`config.mk`:
```
export PLATFORM = sky130hd
export DESIGN_NAME = run_controller
export DESIGN_NICKNAME = d
export VERILOG_FILES = /design/src/rtl/run_controller.sv
export SDC_FILE = /design/constraint.sdc
export NUM_CORES = 1
export LEC_CHECK = 0
export ABC_AREA = 1
export CELL_PAD_IN_SITES_DETAIL_PLACEMENT = 0
export CELL_PAD_IN_SITES_GLOBAL_PLACEMENT = 1
export CORE_MARGIN = 2
export CORE_UTILIZATION = 43
export DETAILED_ROUTE_END_ITERATION = 8
export PLACE_DENSITY = 0.95
export SYNTH_ARGS = -nofsm -noshare
export SYNTH_HDL_FRONTEND = slang
export SYNTH_SLANG_ARGS = --single-unit
```
`constraint.sdc`:
```
create_clock -name clk -period 3.6 [get_ports clk]
set_input_delay 0.72 -clock clk [delete_from_list [all_inputs] [get_ports clk]]
set_output_delay 0.72 -clock clk [all_outputs]
set_load 0.02 [all_outputs]
```
`src/rtl/run_controller.sv`:
```
// run_controller: issues one-cycle cpu_en commit pulses for the datapath (prescaled free run,
// debounced single step, external halt). Define BREAKPOINT_EN to build the PC breakpoint and BREAK state.
module run_controller #(
  parameter int DIV_COUNT  = 2500000,
  parameter int DEB_CYCLES = 500000,
  parameter int CNT_W      = 16
) (
  input  logic             clk,
  input  logic             rst,
  input  logic             run_sw,
  input  logic             step_btn,
  input  logic             halt_req,
  input  logic [7:0]       pc,
  input  logic [7:0]       bp_addr,
  input  logic             bp_en,
  output logic             cpu_en,
  output logic [1:0]       state,
  output logic             halted,
  output logic [CNT_W-1:0] instr_count
);

  localparam int PRE_W = (DIV_COUNT  > 1) ? $clog2(DIV_COUNT)  : 1;
  localparam int DEB_W = (DEB_CYCLES > 1) ? $clog2(DEB_CYCLES) : 1;
  localparam logic [PRE_W-1:0] PRE_LAST = PRE_W'(DIV_COUNT - 1);
  localparam logic [DEB_W-1:0] DEB_LAST = DEB_W'(DEB_CYCLES - 1);

  typedef enum logic [1:0] {
    S_HALT  = 2'b00,
    S_RUN   = 2'b01,
    S_STEP  = 2'b10,
    S_BREAK = 2'b11
  } state_e;

  state_e           state_q, state_d;
  logic [PRE_W-1:0] presc_q, presc_d;
  logic             cpu_en_q, cpu_en_d;
  logic             halted_q, halted_d;
  logic [CNT_W-1:0] cnt_q, cnt_d;
  logic             sync1_q, sync2_q;
  logic             deb_level_q, deb_level_d;
  logic [DEB_W-1:0] deb_cnt_q, deb_cnt_d;
  logic             press_q, press_d;
  logic             bp_hit;
  logic             tick;

  assign tick = (presc_q == PRE_LAST);

  // Debounce: the accepted level follows the synchronized button only after a full stable run.
  always_comb begin
    deb_level_d = deb_level_q;
    deb_cnt_d   = '0;
    if (sync2_q != deb_level_q) begin
      if (deb_cnt_q == DEB_LAST) begin
        deb_level_d = sync2_q;
      end else begin
        deb_cnt_d = deb_cnt_q + DEB_W'(1);
      end
    end
    press_d = deb_level_q & ~deb_level_d;
  end

  always_comb begin
    state_d  = state_q;
    presc_d  = presc_q;
    cpu_en_d = 1'b0;
    cnt_d    = cpu_en_q ? cnt_q + CNT_W'(1) : cnt_q;
    case (state_q)
      S_HALT: begin
        if (halt_req) begin
          state_d = S_HALT;
        end else if (press_q) begin
          state_d = S_STEP;
        end else if (run_sw) begin
          state_d = S_RUN;
          presc_d = '0;
        end
      end
      S_RUN: begin
        if (halt_req || !run_sw) begin
          state_d = S_HALT;
        end else if (tick) begin
          presc_d = '0;
          if (bp_hit) begin
            state_d = S_BREAK;
          end else begin
            cpu_en_d = 1'b1;
          end
        end else begin
          presc_d = presc_q + PRE_W'(1);
        end
      end
      S_STEP: begin
        cpu_en_d = 1'b1;
        state_d  = S_HALT;
      end
      S_BREAK: begin
        if (halt_req || !run_sw) begin
          state_d = S_HALT;
        end else if (press_q) begin
          state_d = S_STEP;
        end
      end
      default: state_d = S_HALT;
    endcase
    halted_d = (state_d == S_HALT) || (state_d == S_BREAK);
  end

  always_ff @(posedge clk) begin
    if (rst) begin
      state_q     <= S_HALT;
      presc_q     <= '0;
      cpu_en_q    <= 1'b0;
      halted_q    <= 1'b1;
      cnt_q       <= '0;
      sync1_q     <= 1'b1;
      sync2_q     <= 1'b1;
      deb_level_q <= 1'b1;
      deb_cnt_q   <= '0;
      press_q     <= 1'b0;
    end else begin
      state_q     <= state_d;
      presc_q     <= presc_d;
      cpu_en_q    <= cpu_en_d;
      halted_q    <= halted_d;
      cnt_q       <= cnt_d;
      sync1_q     <= step_btn;
      sync2_q     <= sync1_q;
      deb_level_q <= deb_level_d;
      deb_cnt_q   <= deb_cnt_d;
      press_q     <= press_d;
    end
  end

`ifdef BREAKPOINT_EN
  logic       bp_block_q;
  logic [7:0] bp_pc_q;
  logic       bp_enter;

  // After a break, the same PC cannot re-trigger until the datapath moves off it.
  assign bp_hit   = bp_en && (pc == bp_addr) && !(bp_block_q && (pc == bp_pc_q));
  assign bp_enter = (state_q == S_RUN) && (state_d == S_BREAK);

  always_ff @(posedge clk) begin
    if (rst) begin
      bp_block_q <= 1'b0;
    end else if (bp_enter) begin
      bp_block_q <= 1'b1;
    end else if (pc != bp_pc_q) begin
      bp_block_q <= 1'b0;
    end
  end

  always_ff @(posedge clk) begin
    if (bp_enter) begin
      bp_pc_q <= pc;
    end
  end
`else
  logic unused_bp;
  assign bp_hit    = 1'b0;
  assign unused_bp = ^{pc, bp_addr, bp_en};
`endif

  assign cpu_en      = cpu_en_q;
  assign state       = state_q;
  assign halted      = halted_q;
  assign instr_count = cnt_q;

endmodule
```
==> results.md <==
* Worst hold-check path type: reg2reg
* Total track usage at 18.1%
* Setup TNS at 0 ns
* First-pass GRT wire length at 12.9 mm
* Full die area at 8780 µm²
* Synth async-reset ratio at 0%
* Fill cells at between 700 and 800
* Placer congestion estimate at ~0.85
* Iteration-0 DRC Markers at 168
* Hpwl dp at 5.33 mm
* Final slew viol count at 0
* Crit path cell chain: clkdlybuf4s50_1
* Clock transition at path regs at 0.07 ns
* Post-route clock period utilization at 62.0%
* CP endpoint kind: output pin
* Average vias per placed instance at 4.82
* DRC at 0
* GR Overflow Total at 0
* Area Growth Syn to Fin at 16.1%
* PD cells at 364 nW/µm²
* CTS Hold Buffers Added at 0
* Initial antenna violation count at 0
* Status: finished, final reports clean
* H-Tree Depth at 3
* Critical Path AT at 1.51 ns
* Syn. warnings at 0
* First drt pass iteration count at 4
* Area leader, netlist: dfxtp_1
* Max Cap Viol at 0
* Critical path buffer and inverter count at 1
* Area after DPL at 3800 µm²
* Critical-path maximum fanout at 8
* Final Instance Area at roughly 4000 µm²
* Die W at 93.7 µm
* Crit path launch type: register
* Critical Path RT at 2.88 ns
* RSZ-0062 raised after global routing: no
* Mean Syn Cell Area at a little under 7 µm²
* Vias in the first global route at between 2,000 and 3,000
* Final hold vios at 0
* CTS Buffer Depth at 2
* Post-synthesis sequential area ratio at between 30% and 40%
* Relative slew slack at 43.2%
* CTS resizes at 0
* Cts bufs inserted at 9
* Worst Tran Pin Value at 0.850 ns
* Netlist Area Pre-Place at between 3000 and 4000 µm²
* Fmax at 448 MHz
* Via count at a little over 3,000
* Worst path slowest cell: clkdlybuf4s50_1
* Core Area at 7770 µm²
* Ports at 42
* Total power at 1.46 mW
* Count of cell types in the netlist at 37
* Slowest cell delay on critical path at 0.67 ns
* Wirelength, routed at 7.35 mm
* Post-synth EDFFs at 0
* Diode count at 0
* Post-synthesis register bit count at 65
* Antenna viol nets, final at 0
* Minimum clock period at approximately 2.2 ns
* Largest net degree at the start of global routing at 26
* CTS tree: done
* Clk sinks at 65
* Syn Nets at 536
* CP Class: reg2out
* Leakage Power at 1.57 nW
* Port bufs at 24
* Post-CTS Setup Bufs at 0
* Initial Util at 44.5%
* Worst vdd ir at around 0.00024 V
* Nets at 567
* Clock skew at about 0.007 ns
* Final setup violation count at 0
* Synthesized netlist cell count at 506
* Die H at 93.7 µm
* Synth Flop Type: dfxtp_1
* Share of cells above drive strength 1 at 9.23%
* Worst-skew pair later-pin latency at 0.34 ns
* Area contributors post-synth: dfxtp_1, nand2_1, nor2_1
* # rows at 32
* Clock Root Buffer: clkbuf_8
* CP top delay family: buffers and inverters
* Commonest non-fill, non-tap cell in the layout: nand2_1
* Commonest non-fill, non-tap cells in the layout: nand2_1, nor2_1, inv_1
* Wire per inst at 11.4 µm
* Synth top area share at 37.6%
==> per-layer routing <==
metal | wire [µm] | global-route usage [%] | share of wire (%)
met1 | 3680 | 24.1 | 50
met2 | 3380 | 29.5 | 46
met3 | 223 | 3.53 | 3.0
met4 | 58 | 6.04 | 0.79
met5 | 0 | 0 | 0
==> power by group <==
group          switching (mW)  internal [mW]
registers             0.00172          0.721
logic                  0.0388         0.0168
clock network           0.294          0.389
total                   0.335           1.13
==> flip-flops by register name (all words and copies together), names as in the netlist <==
register     count
cpu_en           1
deb_cnt_q       19
presc_q         22
sync2_q          1
press_q          1
halted           1
state            2
instr_count     16
sync1_q          1
deb_level_q      1
==> area by class of cell <==
class                           count  area, µm²  share of cell area, %
Multi-Input combinational cell    366       1860                   46.2
Sequential cell                    65       1300                   32.4
Inverter                           70        263                   6.54
Timing Repair Buffer               25        248                   6.17
Tap cell                          102        128                   3.18
Clock buffer                        9        124                   3.09
Clock inverter                      7       95.1                   2.37
==> Yosys cell counts (2+ instances only) <==
cell type / n
inv_1: 68
xor2_1: 15
or2_2: 4
a21oi_1: 21
nand2_2: 3
o21bai_1: 2
nor2_2: 6
ha_1: 8
xnor2_1: 2
nand2_1: 120
dfxtp_1: 65
nor2_4: 5
nor2_1: 87
inv_2: 2
clkbuf_1: 2
nand4_1: 8
o21ai_1: 3
nand3_2: 4
nor3_1: 10
buf_6: 2
nor3_2: 3
nand3_1: 32
nand2_4: 3
a31oi_1: 2
o21ai_0: 17
==> per-stage QoR <==
step | instances | utilization (%) | setup slack (ns) | hold slack, ns
finish | 644 | 51.7 | 1.37 | 0.410
global route | 644 | 51.7 | 1.32 | 0.423
CTS | 644 | 51.7 | 1.35 | 0.415
detailed placement | 628 | 48.9 | 1.11 | 0.398
global placement | 628 | 48.9 | 1.12 | 0.393
floorplan | 506 | - | 1.88 | 0.389
==> worst paths after layout <==
check	from	endpoint	slack (ns)	depth (start not counted)
worst max-delay path	cpu_en$_SDFF_PP0_	cpu_en	1.37	1
worst min-delay path	sync1_q$_SDFF_PP1_	sync2_q$_SDFF_PP1_	0.41	1
worst max register to register	state[1]$_SDFF_PP0_	presc_q[16]$_SDFFE_PP0P_	1.46	10
worst min register to register	sync1_q$_SDFF_PP1_	sync2_q$_SDFF_PP1_	0.41	1
==> logic make-up after synthesis <==
family | Yosys count | share of synthesized area, %
AND/OR/NAND/NOR | 288 | 37.9
buffers and inverters | 75 | 8.68
flip-flops | 65 | 37.6
AO/OA/AOI/OAI | 53 | 8.57
XOR/XNOR | 17 | 4.31
adder cells (fa/ha/maj) | 8 | 2.89
Note: power is estimated with default switching activity, not from simulation.
